### src/rtl/instr_type.sv
// Decoded instruction kinds shared by the execution and memory stages.
package instr_type;

  typedef enum logic [3:0] {
    KIND_ALU = 4'd0,
    KIND_LB  = 4'd1,
    KIND_LH  = 4'd2,
    KIND_LW  = 4'd3,
    KIND_LBU = 4'd4,
    KIND_LHU = 4'd5,
    KIND_SB  = 4'd6,
    KIND_SH  = 4'd7,
    KIND_SW  = 4'd8
  } instr_kind_t;

endpackage

### src/rtl/register_file_params.sv
// Register file and operand widths.
package register_file_params;

  localparam int REGISTER_DESCRIPTOR_WIDTH = 5;
  localparam int OPERAND_WIDTH             = 32;

endpackage

### src/rtl/mem_access_ctrl_pkg.sv
// Memory-stage FSM states, store strobe patterns and alignment rule.
package mem_ctrl_pkg;
  import instr_type::*;

  typedef enum logic {
    IDLE = 1'b0,
    REQ  = 1'b1
  } state_t;

  localparam logic [3:0] STRB_BYTE = 4'b0001;
  localparam logic [3:0] STRB_HALF = 4'b0011;
  localparam logic [3:0] STRB_WORD = 4'hF;

  // Words need both low bits clear, halves need bit 0 clear, bytes always fit.
  function automatic logic is_misaligned(instr_kind_t kind, logic [1:0] addr_lo);
    case (kind)
      KIND_LW, KIND_SW:           is_misaligned = (addr_lo != 2'b00);
      KIND_LH, KIND_LHU, KIND_SH: is_misaligned = addr_lo[0];
      default:                    is_misaligned = 1'b0;
    endcase
  endfunction

endpackage

### src/rtl/mem_access_ctrl_if.sv
// Single-port data-memory bus with req/ack handshake.
interface mem_access_ctrl_if;
  logic        mem_req;
  logic        mem_we;
  logic [31:0] mem_addr;
  logic [31:0] mem_wdata;
  logic [3:0]  mem_wstrb;
  logic [31:0] mem_rdata;
  logic        mem_ack;

  modport master (
    output mem_req, mem_we, mem_addr, mem_wdata, mem_wstrb,
    input  mem_rdata, mem_ack
  );

  modport slave (
    input  mem_req, mem_we, mem_addr, mem_wdata, mem_wstrb,
    output mem_rdata, mem_ack
  );
endinterface

### src/rtl/mem_access_ctrl_load_formatter.sv
// Extracts the addressed byte/half of a read word and extends it to 32 bits.
module load_formatter
  import instr_type::*;
(
  input  instr_kind_t i_kind,
  input  logic [1:0]  i_addr_lo,
  input  logic [31:0] i_rdata,
  output logic [31:0] o_value
);

  logic [7:0]  w_byte;
  logic [15:0] w_half;

  assign w_byte = i_rdata[8*i_addr_lo +: 8];
  assign w_half = i_addr_lo[1] ? i_rdata[31:16] : i_rdata[15:0];

  // Select lane and apply sign or zero extension by load kind.
  always_comb begin
    case (i_kind)
      KIND_LB:  o_value = {{24{w_byte[7]}}, w_byte};
      KIND_LBU: o_value = {24'd0, w_byte};
      KIND_LH:  o_value = {{16{w_half[15]}}, w_half};
      KIND_LHU: o_value = {16'd0, w_half};
      default:  o_value = i_rdata;
    endcase
  end

endmodule

### src/rtl/mem_access_ctrl.sv
// Memory stage: sequences loads/stores onto the data bus and emits a
// registered writeback record for every accepted instruction.
module mem_access_ctrl
  import instr_type::*;
  import register_file_params::*;
  import mem_ctrl_pkg::*;
#(
  parameter int ACK_TIMEOUT = 16
) (
  input  logic                                 clk,
  input  logic                                 rst,
  input  logic                                 valid_input,
  input  instr_kind_t                          instr_kind_input,
  input  logic                                 write_register,
  input  logic                                 read_memory,
  input  logic                                 write_memory,
  input  logic [REGISTER_DESCRIPTOR_WIDTH-1:0] rd_addr_input,
  input  logic [OPERAND_WIDTH-1:0]             new_register_value,
  input  logic [OPERAND_WIDTH-1:0]             read_memory_address,
  input  logic [OPERAND_WIDTH-1:0]             write_memory_address,
  input  logic [OPERAND_WIDTH-1:0]             new_memory_value,
  output logic                                 stall_output,
  mem_access_ctrl_if.master                    bus,
  output logic                                 wb_valid,
  output logic                                 wb_write_register,
  output logic [REGISTER_DESCRIPTOR_WIDTH-1:0] wb_rd_addr,
  output logic [OPERAND_WIDTH-1:0]             wb_data,
  output logic                                 misaligned,
  output logic                                 bus_error
);

  localparam int CNT_W = (ACK_TIMEOUT > 1) ? $clog2(ACK_TIMEOUT) : 1;
  localparam logic [CNT_W-1:0] CNT_LAST = CNT_W'(ACK_TIMEOUT - 1);

  state_t                         r_state, w_state_next;
  logic [CNT_W-1:0]               r_count, w_count_next;
  logic [31:0]                    r_addr, w_addr_next;
  instr_kind_t                    r_kind, w_kind_next;
  logic [REGISTER_DESCRIPTOR_WIDTH-1:0] r_rd, w_rd_next;
  logic                           r_we, w_we_next;
  logic [31:0]                    r_wdata, w_wdata_next;
  logic [3:0]                     r_wstrb, w_wstrb_next;

  logic                           r_wb_valid, w_wb_valid_next;
  logic                           r_wb_wr, w_wb_wr_next;
  logic [REGISTER_DESCRIPTOR_WIDTH-1:0] r_wb_rd, w_wb_rd_next;
  logic [OPERAND_WIDTH-1:0]       r_wb_data, w_wb_data_next;
  logic                           r_misaligned, w_misaligned_next;
  logic                           r_bus_error, w_bus_error_next;

  logic [31:0]                    w_in_addr;
  logic [31:0]                    w_load_value;

  assign w_in_addr = write_memory ? write_memory_address : read_memory_address;

  load_formatter u_load_formatter (
    .i_kind    (r_kind),
    .i_addr_lo (r_addr[1:0]),
    .i_rdata   (bus.mem_rdata),
    .o_value   (w_load_value)
  );

  // Next-state, latch and writeback-record decisions.
  always_comb begin
    w_state_next      = r_state;
    w_count_next      = r_count;
    w_addr_next       = r_addr;
    w_kind_next       = r_kind;
    w_rd_next         = r_rd;
    w_we_next         = r_we;
    w_wdata_next      = r_wdata;
    w_wstrb_next      = r_wstrb;
    w_wb_valid_next   = 1'b0;
    w_wb_wr_next      = 1'b0;
    w_wb_rd_next      = '0;
    w_wb_data_next    = '0;
    w_misaligned_next = 1'b0;
    w_bus_error_next  = 1'b0;

    case (r_state)
      IDLE: begin
        if (valid_input) begin
          if (read_memory || write_memory) begin
            if (is_misaligned(instr_kind_input, w_in_addr[1:0])) begin
              w_wb_valid_next   = 1'b1;
              w_wb_rd_next      = rd_addr_input;
              w_misaligned_next = 1'b1;
            end else begin
              w_state_next = REQ;
              w_count_next = '0;
              w_addr_next  = w_in_addr;
              w_kind_next  = instr_kind_input;
              w_rd_next    = rd_addr_input;
              w_we_next    = write_memory;
              if (!write_memory) begin
                w_wdata_next = '0;
                w_wstrb_next = 4'h0;
              end else begin
                case (instr_kind_input)
                  KIND_SB: begin
                    w_wdata_next = {4{new_memory_value[7:0]}};
                    w_wstrb_next = STRB_BYTE << w_in_addr[1:0];
                  end
                  KIND_SH: begin
                    w_wdata_next = {2{new_memory_value[15:0]}};
                    w_wstrb_next = STRB_HALF << w_in_addr[1:0];
                  end
                  default: begin
                    w_wdata_next = new_memory_value;
                    w_wstrb_next = STRB_WORD;
                  end
                endcase
              end
            end
          end else begin
            w_wb_valid_next = 1'b1;
            w_wb_wr_next    = write_register;
            w_wb_rd_next    = rd_addr_input;
            w_wb_data_next  = new_register_value;
          end
        end
      end
      REQ: begin
        if (bus.mem_ack) begin
          // An ack always beats a timeout landing in the same cycle.
          w_state_next    = IDLE;
          w_wb_valid_next = 1'b1;
          w_wb_rd_next    = r_rd;
          if (!r_we) begin
            w_wb_wr_next   = 1'b1;
            w_wb_data_next = w_load_value;
          end
        end else if (ACK_TIMEOUT > 0) begin
          if (r_count == CNT_LAST) begin
            w_state_next     = IDLE;
            w_wb_valid_next  = 1'b1;
            w_wb_rd_next     = r_rd;
            w_bus_error_next = 1'b1;
          end else begin
            w_count_next = r_count + 1'b1;
          end
        end
      end
      default: w_state_next = IDLE;
    endcase
  end

  // State, latched transaction and writeback registers.
  always_ff @(posedge clk) begin
    if (!rst) begin
      r_state      <= IDLE;
      r_count      <= '0;
      r_addr       <= '0;
      r_kind       <= KIND_ALU;
      r_rd         <= '0;
      r_we         <= 1'b0;
      r_wdata      <= '0;
      r_wstrb      <= 4'h0;
      r_wb_valid   <= 1'b0;
      r_wb_wr      <= 1'b0;
      r_wb_rd      <= '0;
      r_wb_data    <= '0;
      r_misaligned <= 1'b0;
      r_bus_error  <= 1'b0;
    end else begin
      r_state      <= w_state_next;
      r_count      <= w_count_next;
      r_addr       <= w_addr_next;
      r_kind       <= w_kind_next;
      r_rd         <= w_rd_next;
      r_we         <= w_we_next;
      r_wdata      <= w_wdata_next;
      r_wstrb      <= w_wstrb_next;
      r_wb_valid   <= w_wb_valid_next;
      r_wb_wr      <= w_wb_wr_next;
      r_wb_rd      <= w_wb_rd_next;
      r_wb_data    <= w_wb_data_next;
      r_misaligned <= w_misaligned_next;
      r_bus_error  <= w_bus_error_next;
    end
  end

  // Bus outputs are driven only while a request is live so idle cycles read as zero.
  assign stall_output  = (r_state != IDLE);
  assign bus.mem_req   = (r_state == REQ);
  assign bus.mem_we    = (r_state == REQ) & r_we;
  assign bus.mem_addr  = (r_state == REQ) ? {r_addr[31:2], 2'b00} : 32'd0;
  assign bus.mem_wdata = (r_state == REQ) ? r_wdata : 32'd0;
  assign bus.mem_wstrb = (r_state == REQ) ? r_wstrb : 4'h0;

  assign wb_valid          = r_wb_valid;
  assign wb_write_register = r_wb_wr;
  assign wb_rd_addr        = r_wb_rd;
  assign wb_data           = r_wb_data;
  assign misaligned        = r_misaligned;
  assign bus_error         = r_bus_error;

endmodule

### src/flat_wrapper.sv
// flat-port wrapper written by rule: the top's interface ports become plain ports
module mem_access_ctrl_flat import instr_type::*; import register_file_params::*; import mem_ctrl_pkg::*;
#(
  parameter int ACK_TIMEOUT = 16
)
  (clk, rst, valid_input, instr_kind_input, write_register, read_memory, write_memory, rd_addr_input, new_register_value, read_memory_address, write_memory_address, new_memory_value, stall_output, wb_valid, wb_write_register, wb_rd_addr, wb_data, misaligned, bus_error, bus_mem_req, bus_mem_we, bus_mem_addr, bus_mem_wdata, bus_mem_wstrb, bus_mem_rdata, bus_mem_ack);
  mem_access_ctrl_if bus_i ();
  input  logic clk;
  input  logic rst;
  input  logic valid_input;
  input  instr_kind_t instr_kind_input;
  input  logic write_register;
  input  logic read_memory;
  input  logic write_memory;
  input  logic [REGISTER_DESCRIPTOR_WIDTH-1:0] rd_addr_input;
  input  logic [OPERAND_WIDTH-1:0] new_register_value;
  input  logic [OPERAND_WIDTH-1:0] read_memory_address;
  input  logic [OPERAND_WIDTH-1:0] write_memory_address;
  input  logic [OPERAND_WIDTH-1:0] new_memory_value;
  output logic stall_output;
  output logic wb_valid;
  output logic wb_write_register;
  output logic [REGISTER_DESCRIPTOR_WIDTH-1:0] wb_rd_addr;
  output logic [OPERAND_WIDTH-1:0] wb_data;
  output logic misaligned;
  output logic bus_error;
  output wire logic [$bits(bus_i.mem_req)-1:0] bus_mem_req;
  output wire logic [$bits(bus_i.mem_we)-1:0] bus_mem_we;
  output wire logic [$bits(bus_i.mem_addr)-1:0] bus_mem_addr;
  output wire logic [$bits(bus_i.mem_wdata)-1:0] bus_mem_wdata;
  output wire logic [$bits(bus_i.mem_wstrb)-1:0] bus_mem_wstrb;
  input wire logic [$bits(bus_i.mem_rdata)-1:0] bus_mem_rdata;
  input wire logic [$bits(bus_i.mem_ack)-1:0] bus_mem_ack;
  assign bus_mem_req = bus_i.mem_req;
  assign bus_mem_we = bus_i.mem_we;
  assign bus_mem_addr = bus_i.mem_addr;
  assign bus_mem_wdata = bus_i.mem_wdata;
  assign bus_mem_wstrb = bus_i.mem_wstrb;
  assign bus_i.mem_rdata = bus_mem_rdata;
  assign bus_i.mem_ack = bus_mem_ack;
  mem_access_ctrl #(.ACK_TIMEOUT(ACK_TIMEOUT)) u_core (.clk(clk), .rst(rst), .valid_input(valid_input), .instr_kind_input(instr_kind_input), .write_register(write_register), .read_memory(read_memory), .write_memory(write_memory), .rd_addr_input(rd_addr_input), .new_register_value(new_register_value), .read_memory_address(read_memory_address), .write_memory_address(write_memory_address), .new_memory_value(new_memory_value), .stall_output(stall_output), .bus(bus_i), .wb_valid(wb_valid), .wb_write_register(wb_write_register), .wb_rd_addr(wb_rd_addr), .wb_data(wb_data), .misaligned(misaligned), .bus_error(bus_error));
endmodule
### config.mk
export PLATFORM = sky130hd
export DESIGN_NAME = mem_access_ctrl_flat
export DESIGN_NICKNAME = d
export VERILOG_FILES = /design/src/rtl/instr_type.sv /design/src/rtl/register_file_params.sv /design/src/rtl/mem_access_ctrl_pkg.sv /design/src/rtl/mem_access_ctrl_if.sv /design/src/rtl/mem_access_ctrl_load_formatter.sv /design/src/rtl/mem_access_ctrl.sv /design/src/flat_wrapper.sv
export SDC_FILE = /design/constraint.sdc
export NUM_CORES = 1
export LEC_CHECK = 0
export CORE_MARGIN = 8
export CORE_UTILIZATION = 38
export CTS_BUF_LIST = sky130_fd_sc_hd__clkbuf_16
export CTS_CLUSTER_DIAMETER = 60
export DETAILED_ROUTE_END_ITERATION = 6
export PLACE_DENSITY_LB_ADDON = 0.1
export SYNTH_ARGS = -nofsm -noshare
export SYNTH_HDL_FRONTEND = slang
export SYNTH_SLANG_ARGS = --single-unit
### constraint.sdc
create_clock -name clk -period 1.8 [get_ports clk]
set_input_delay 0.27 -clock clk [delete_from_list [all_inputs] [get_ports clk]]
set_output_delay 0.27 -clock clk [all_outputs]
set_load 0.005 [all_outputs]
==> run_results.csv, run 1 <==
group,metric,value,unit
synth,netlist_area,6384,um2
setup_path,cp_slowest_stage_delay,450,ps
detailed_routing,detail-route-antenna-nets,0,
cts,cts-root-buf,"clkbuf_16",
synth,synth-main-ff-cell,"dfxtp_1",
timing,maxSlewViolCount,0,
detailed_routing,wl_met1,10.15,mm
timing,maxSlewHeadroom,58.04,%
detailed_routing,drtIter0Drc,321,
floorplanning,rows,47,
power_and_ir_drop,p_leak,4.884,nW
floorplanning,die_h,145.6,um
cts,cts_buffer_depth,2,
run,cap_violations,0,
timing,fmax,564.0,MHz
floorplanning,core,16520,um2
placed_design,numPortBuffers,285,
cells_and_area,fin_area,10740,um2
timing,fin_crit,1773,ps
placed_design,gp_congestion,0.8212,
cts,path_clk_slew,60,ps
cts,insertion_delay,420,ps
synth,synth-seq-cells,124,
detailed_routing,vias_per_cell,5.329,
cts,clock_sinks,124,
setup_path,startpoint,"instr_kind_input[1]",
setup_path,cp_data_arrival_time,2120,ps
outcome,status,"finished, final reports clean",
floorplanning,die_w,145.6,um
timing,post-route-period-util,98.50,%
cts,htree_levels,4,
detailed_routing,routed_wirelength,24.12,mm
synth,synth_warnings,0,
detailed_routing,route.met2.wl,11.97,mm
timing,finalHoldViolCount,0,
synth,synth.distinct_cells,55,
synth,synth_top_area_share,38.89,%
setup_path,crit_type,"in2reg",
setup_path,path_cells,"dlygate4sd2_1, or3b_1, a2111o_1, buf_4, a31oi_4, buf_12, a22o_1",
synth,synthArstFlopShare,0,%
cells_and_area,drive_above_1_share,21.06,%
setup_path,slowest_stage,"a2111o_1",
placed_design,pre_cts_ws,-538.0,ps
setup_path,setup.worst_path.end,"u_core.r_wdata[3]",
synth,yosysSeqAreaShare,38.89,%
timing,finalClockSkew,17.16,ps
timing,setup_viol,0,
synth,synth_cells,659,
cells_and_area,nNetsFinal,1161,
synth,avgSynthCellArea,9.687,um2
grt,grt_max_degree,42,
placed_design,dpl.hpwl,17.42,mm
synth,synthTopCellsByArea,"dfxtp_1 (39%), mux2i_1 (10%), o2bb2ai_1 (7.1%), and2_1 (6.8%), a211oi_2 (6.1%)",
grt,grt_pass1_wl,37.12,mm
synth,post-synth-top-count-cell,"dfxtp_1",
worst_hold_path,hp-class,"in2reg",
detailed_routing,drcViolationCount,0,
grt,grt_pass1_vias,6761,
detailed_routing,dr_wl_met3,1.657,mm
cts,cts_tree,"built",
floorplanning,dieArea,21200,um2
floorplanning,ios,288,
timing,fin_setup_tns,0,ps
detailed_routing,drt_first_pass_iters,4,
timing,worst_slack,27.01,ps
floorplanning,start_util,38.63,%
detailed_routing,top_layer,"met4",
setup_path,rrSetupSlack,110,ps
cells_and_area,syn_to_final_growth,68.23,%
setup_path,path_buf_inv,3,
cts,cts_made_buffers,17,
cts,hold_buffers,0,
synth,synth_top_cell_by_area,"dfxtp_1",
setup_path,crit_cells,7,
power_and_ir_drop,ir_worst_vdd,0.6444,mV
power_and_ir_drop,power_density,743.1,nW/um2
timing,tightestPinTransition,625.2,ps
setup_path,path_max_fanout,37,
cells_and_area,instances_no_fill,1218,
synth,synth_edf_count,0,
setup_path,critical_path_required,2150,ps
detailed_routing,vias,6491,
power_and_ir_drop,total_power,0.007981,W
setup_path,r2r_cells,6,
grt,antenna_found_initial,1,
setup_path,r2r_end,"u_core.wb_data[3]",
cells_and_area,fillCellCount,1317,
placed_design,placed_area,9901,um2
setup_path,critPathCaptureType,"flop",
grt,grt_use_total,21.51,%
synth,synthTopCellsByCount,"dfxtp_1 (124), and2_1 (69), mux2i_1 (65), o2bb2ai_1 (52), clkbuf_1 (41)",
detailed_routing,wl_per_cell,19.80,um
setup_path,start_kind,"input port",
setup_path,critPathTopFamily,"compound AO/OA/AOI/OAI gates",
setup_path,r2r_start,"u_core.r_kind[2]",
grt,grt_overflow,0,
placed_design,dp.cells,1170,
==> final cells by class <==
| type | count | area [um2] | area share (%) |
|---|---|---|---|
| multi-input combinational | 466 | 3650 | 33.99 |
| clock inverter | 15 | 127.6 | 1.188 |
| antenna | 1 | 2.502 | 0.02330 |
| inverter | 4 | 15.01 | 0.1398 |
| clock buffer | 17 | 425.4 | 3.961 |
| tap | 220 | 275.3 | 2.563 |
| timing repair buffer | 371 | 3756 | 34.98 |
| sequential | 124 | 2487 | 23.16 |
==> placed cells by master (no fill, tap or decap), drive strengths merged, types with 11 or more instances in the layout <==
cell type / instances
a21oi: 12
and2: 69
dlymetal6s2s: 38
o21ai: 28
a22o: 14
and3: 11
buf: 82
clkdlybuf4s50: 211
mux2i: 65
nor2: 31
o2bb2ai: 52
a211oi: 40
a31oi: 35
dfxtp: 124
nand2: 21
clkbuf: 45
inv: 13
==> tightest hold or removal path, cell delays in order <==
cell,delay [ps]
dlymetal6s2s_1,110
buf_4,140
nand4_1,70
o21ai_1,80
==> flip-flops by register name (all words and copies together) (netlist names) <==
register	count
u_core.r_kind	4
u_core.r_rd	5
u_core.r_wstrb	4
u_core.misaligned	1
u_core.wb_write_register	1
u_core.wb_data	32
u_core.r_addr	32
u_core.bus_error	1
u_core.bus.mem_req	1
u_core.r_count	4
u_core.wb_rd_addr	5
u_core.r_we	1
u_core.r_wdata	32
u_core.wb_valid	1
==> what timing repair did <==
item | 4_1_cts | 5_1_grt
buffers inserted | 3 | 7
setup endpoints to repair | 147 | 115
cloned | 2 | 3
pin swaps | 3 | 5
resized for setup | 44 | 111
==> logic make-up after synthesis <==
group | count (synthesis) | synth area share (%)
fa+ha+maj | 1 | 0.1960
compound gates | 212 | 27.30
xor+xnor | 3 | 0.4117
buf+inv | 70 | 5.370
flops | 124 | 38.89
mux | 74 | 11.96
simple gates | 174 | 15.82
other cells | 1 | 0.05874
==> through the flow <==
stage	util [%]	hold slack [ps]
after floorplan	-	348.3
after global placement	59.92	436.6
after detailed placement	59.92	439.9
after CTS	63.77	363.3
after global routing	64.99	352.4
final	64.99	297.4
==> metal layers <==
metal  track usage (%)  vias up
li1                  -     3116
met1             25.29     3114
met2             36.89      242
met3             7.338       19
met4             5.154        0
met5                 0        -
==> worst min path at each step <==
stage / startpoint / cells after the start / to
global route: instr_kind_input[2] / 4 / u_core.r_kind[2]
detailed placement: u_core.r_wdata[18] / 1 / u_core.r_wdata[18]
finish: instr_kind_input[2] / 4 / u_core.r_kind[2]
CTS: write_memory / 4 / u_core.r_wstrb[3]
global placement: u_core.r_wdata[14] / 1 / u_core.r_wdata[14]
floorplan: bus_mem_ack / 1 / u_core.bus_error
==> power breakdown <==
part | leakage [nW] | switching, W | total, W | internal (W)
Clock | 0.262 | 0.00143 | 0.00323 | 0.00181
Sequential | 1.01 | 0.0000860 | 0.00300 | 0.00291
Combinational | 3.61 | 0.000752 | 0.00175 | 0.00100
Total | 4.88 | 0.00226 | 0.00798 | 0.00572
Power figures use the tool's default switching activity.
==> run 2, diff against run 1 <==
--- a/config.mk
+++ b/config.mk
@@ -5,6 +5,7 @@
 export SDC_FILE = /design/constraint.sdc
 export NUM_CORES = 1
 export LEC_CHECK = 0
+export ABC_CLOCK_PERIOD_IN_PS = 1800
 export CORE_MARGIN = 8
 export CORE_UTILIZATION = 38
 export CTS_BUF_LIST = sky130_fd_sc_hd__clkbuf_16
==> results of run 2 <==
Final layout, timing and power as in run 1 (identical DEF).
==> run 3, diff against run 2 <==
--- a/config.mk
+++ b/config.mk
@@ -6,12 +6,13 @@
 export NUM_CORES = 1
 export LEC_CHECK = 0
 export ABC_CLOCK_PERIOD_IN_PS = 1800
-export CORE_MARGIN = 8
+export CORE_MARGIN = 10
 export CORE_UTILIZATION = 38
 export CTS_BUF_LIST = sky130_fd_sc_hd__clkbuf_16
 export CTS_CLUSTER_DIAMETER = 60
 export DETAILED_ROUTE_END_ITERATION = 6
 export PLACE_DENSITY_LB_ADDON = 0.1
+export SETUP_SLACK_MARGIN = 0.5
 export SYNTH_ARGS = -nofsm -noshare
 export SYNTH_HDL_FRONTEND = slang
 export SYNTH_SLANG_ARGS = --single-unit
==> run_results.csv, run 3 (same netlist as run 1, synthesis figures left out) <==
group,metric,value,unit
cts,hold_buffers,0,
worst_hold_path,hp-class,"in2reg",
floorplanning,die_h,149.6,um
grt,antenna_found_initial,0,
cts,path_clk_slew,60,ps
timing,fin_crit,1780,ps
floorplanning,die_w,149.6,um
power_and_ir_drop,pwr-share-seq,33.6,%
grt,grt_overflow,0,
cts,cts_tree,"built",
cells_and_area,final_common_cell,"clkdlybuf4s50_1",
setup_path,critPathCaptureType,"flop",
cells_and_area,n_antenna_cell,0,
cts,cts_made_buffers,17,
cts,cts_buffer_depth,2,
timing,setup_viol,0,
cells_and_area,final_cell_mix,"clkdlybuf4s50_1 (166), dfxtp_1 (118), buf_6 (86), mux2i_1 (65), and2_4 (63)",
setup_path,r2r_cells,9,
power_and_ir_drop,internal_power,0.006574,W
detailed_routing,routed_wirelength,30.46,mm
grt,grt_use_total,23.63,%
run,cap_violations,0,
cts,clock_sinks,124,
cells_and_area,instances_no_fill,1267,
cells_and_area,nNetsFinal,1211,
floorplanning,dieArea,22380,um2
timing,finalHoldViolCount,0,
worst_hold_path,whs_endpoint,"u_core.r_kind[1]",
detailed_routing,vias,7203,
timing,maxSlewViolCount,0,
grt,grt_pass1_vias,7182,
detailed_routing,drcViolationCount,0,
setup_path,cp_data_arrival_time,2100,ps
detailed_routing,drt_first_pass_iters,5,
cells_and_area,syn_to_final_growth,98.96,%
timing,finalClockSkew,8.495,ps
floorplanning,rows,47,
setup_path,start_kind,"flop",
outcome,status,"finished, final reports clean",
cells_and_area,drive_above_1_share,41.55,%
floorplanning,start_util,38.63,%
grt,grt_pass1_wl,41.72,mm
power_and_ir_drop,p_switching,0.002456,W
detailed_routing,drtIter0Drc,559,
detailed_routing,wl_per_cell,24.04,um
power_and_ir_drop,p_leak,5.785,nW
placed_design,gp_congestion,0.8349,
cts,insertion_delay,430,ps
setup_path,r2r_end,"u_core.r_wdata[5]",
timing,post-route-period-util,98.86,%
timing,maxSlewHeadroom,65.53,%
floorplanning,ios,288,
power_and_ir_drop,ir_worst_vdd,0.6332,mV
power_and_ir_drop,p_comb_share,26.5,%
power_and_ir_drop,power_density,711.0,nW/um2
timing,tightestPinTransition,517.0,ps
setup_path,crit_type,"reg2reg",
cts,htree_levels,4,
placed_design,dpl.hpwl,18.11,mm
grt,grt_max_degree,36,
placed_design,numPortBuffers,285,
power_and_ir_drop,total_power,0.009030,W
detailed_routing,vias_per_cell,5.685,
power_and_ir_drop,swShare,27.20,%
cells_and_area,fillCellCount,1000,
floorplanning,core,16520,um2
worst_hold_path,holdPathStages,4,
worst_hold_path,worstHoldStart,"instr_kind_input[1]",
timing,fmax,561.9,MHz
setup_path,r2r_start,"u_core.bus.mem_req",
timing,rsz0062_at_grt,"yes",
placed_design,dp.cells,1164,
detailed_routing,detail-route-antenna-nets,0,
cts,cts-root-buf,"clkbuf_16",
setup_path,rrSetupSlack,20,ps
power_and_ir_drop,clockPowerShare,39.9,%
setup_path,path_max_fanout,5,
setup_path,critical_path_required,2120,ps
## run 3: what timing repair did
action                                  in CTS  in global routing
gates cloned                                16                 10
endpoints found under the setup margin     233                233
buffers inserted                            29                 16
gates resized for setup                    416                229
pin swaps                                   29                 53
## run 3: cell type report
type	instances	area [um2]	area share, %
multi-input combinational	466	4436	34.92
sequential	124	2497	19.66
clock buffer	17	425.4	3.349
inverter	4	15.01	0.1182
clock inverter	15	180.2	1.419
tap	220	275.3	2.167
timing repair buffer	421	4872	38.36
## run 3: routing by layer
layer | vias to the layer above | routed length [um] | GRT usage (%)
met3 | 67 | 2171 | 6.703
met4 | 0 | 887 | 8.194
met2 | 348 | 15530 | 39.92
met1 | 3548 | 11870 | 28.03
li1 | 3240 | - | -
met5 | - | 0 | 0
## run 3: power by group through the flow
stage | Sequential (W) | Combinational (W) | Clock [W]
finish | 0.00303 | 0.00239 | 0.00360
global route | 0.00305 | 0.00251 | 0.00374
CTS | 0.00301 | 0.00206 | 0.00359
detailed placement | 0.00305 | 0.00163 | 0
global placement | 0.00305 | 0.00160 | 0
floorplan | 0.00303 | 0.000835 | 0
## run 3: worst max-delay path by stage
stage                        startpoint            endpoint  slack (ps)  cells after the start
finish               u_core.bus.mem_req   u_core.r_wdata[5]          20                      9
global route         u_core.bus.mem_req   u_core.r_wdata[5]         -30                      9
CTS                  u_core.bus.mem_req  u_core.r_wdata[16]          30                      9
detailed placement  instr_kind_input[1]   u_core.r_count[1]        -550                      6
global placement    instr_kind_input[0]   u_core.r_addr[24]        -500                      6
floorplan           instr_kind_input[0]   u_core.r_addr[22]         -80                      7
## run 3: stage by stage
step                cell area, um2  hold WS [ps]  worst slack [ps]  setup TNS [ps]  utilization, %
global route                 12700         248.8            -31.35          -147.2           76.86
floorplan                     6564         348.3            -75.59           -3016               -
detailed placement            9862         438.9            -549.7          -48980           59.68
global placement              9862         436.9            -500.7          -46110           59.68
finish                       12700         236.5             20.46               0           76.86
CTS                          11450         226.4             28.24               0           69.30
## run 3: critical path, cell delays in order, from the launching register on
cell and delay [ps]:
dfxtp_4 380, buf_6 140, nor2b_4 120, nor2b_4 160, buf_4 130, a31oi_4 120, buf_6 150, buf_12 110
buf_12 130, a22o_1 230
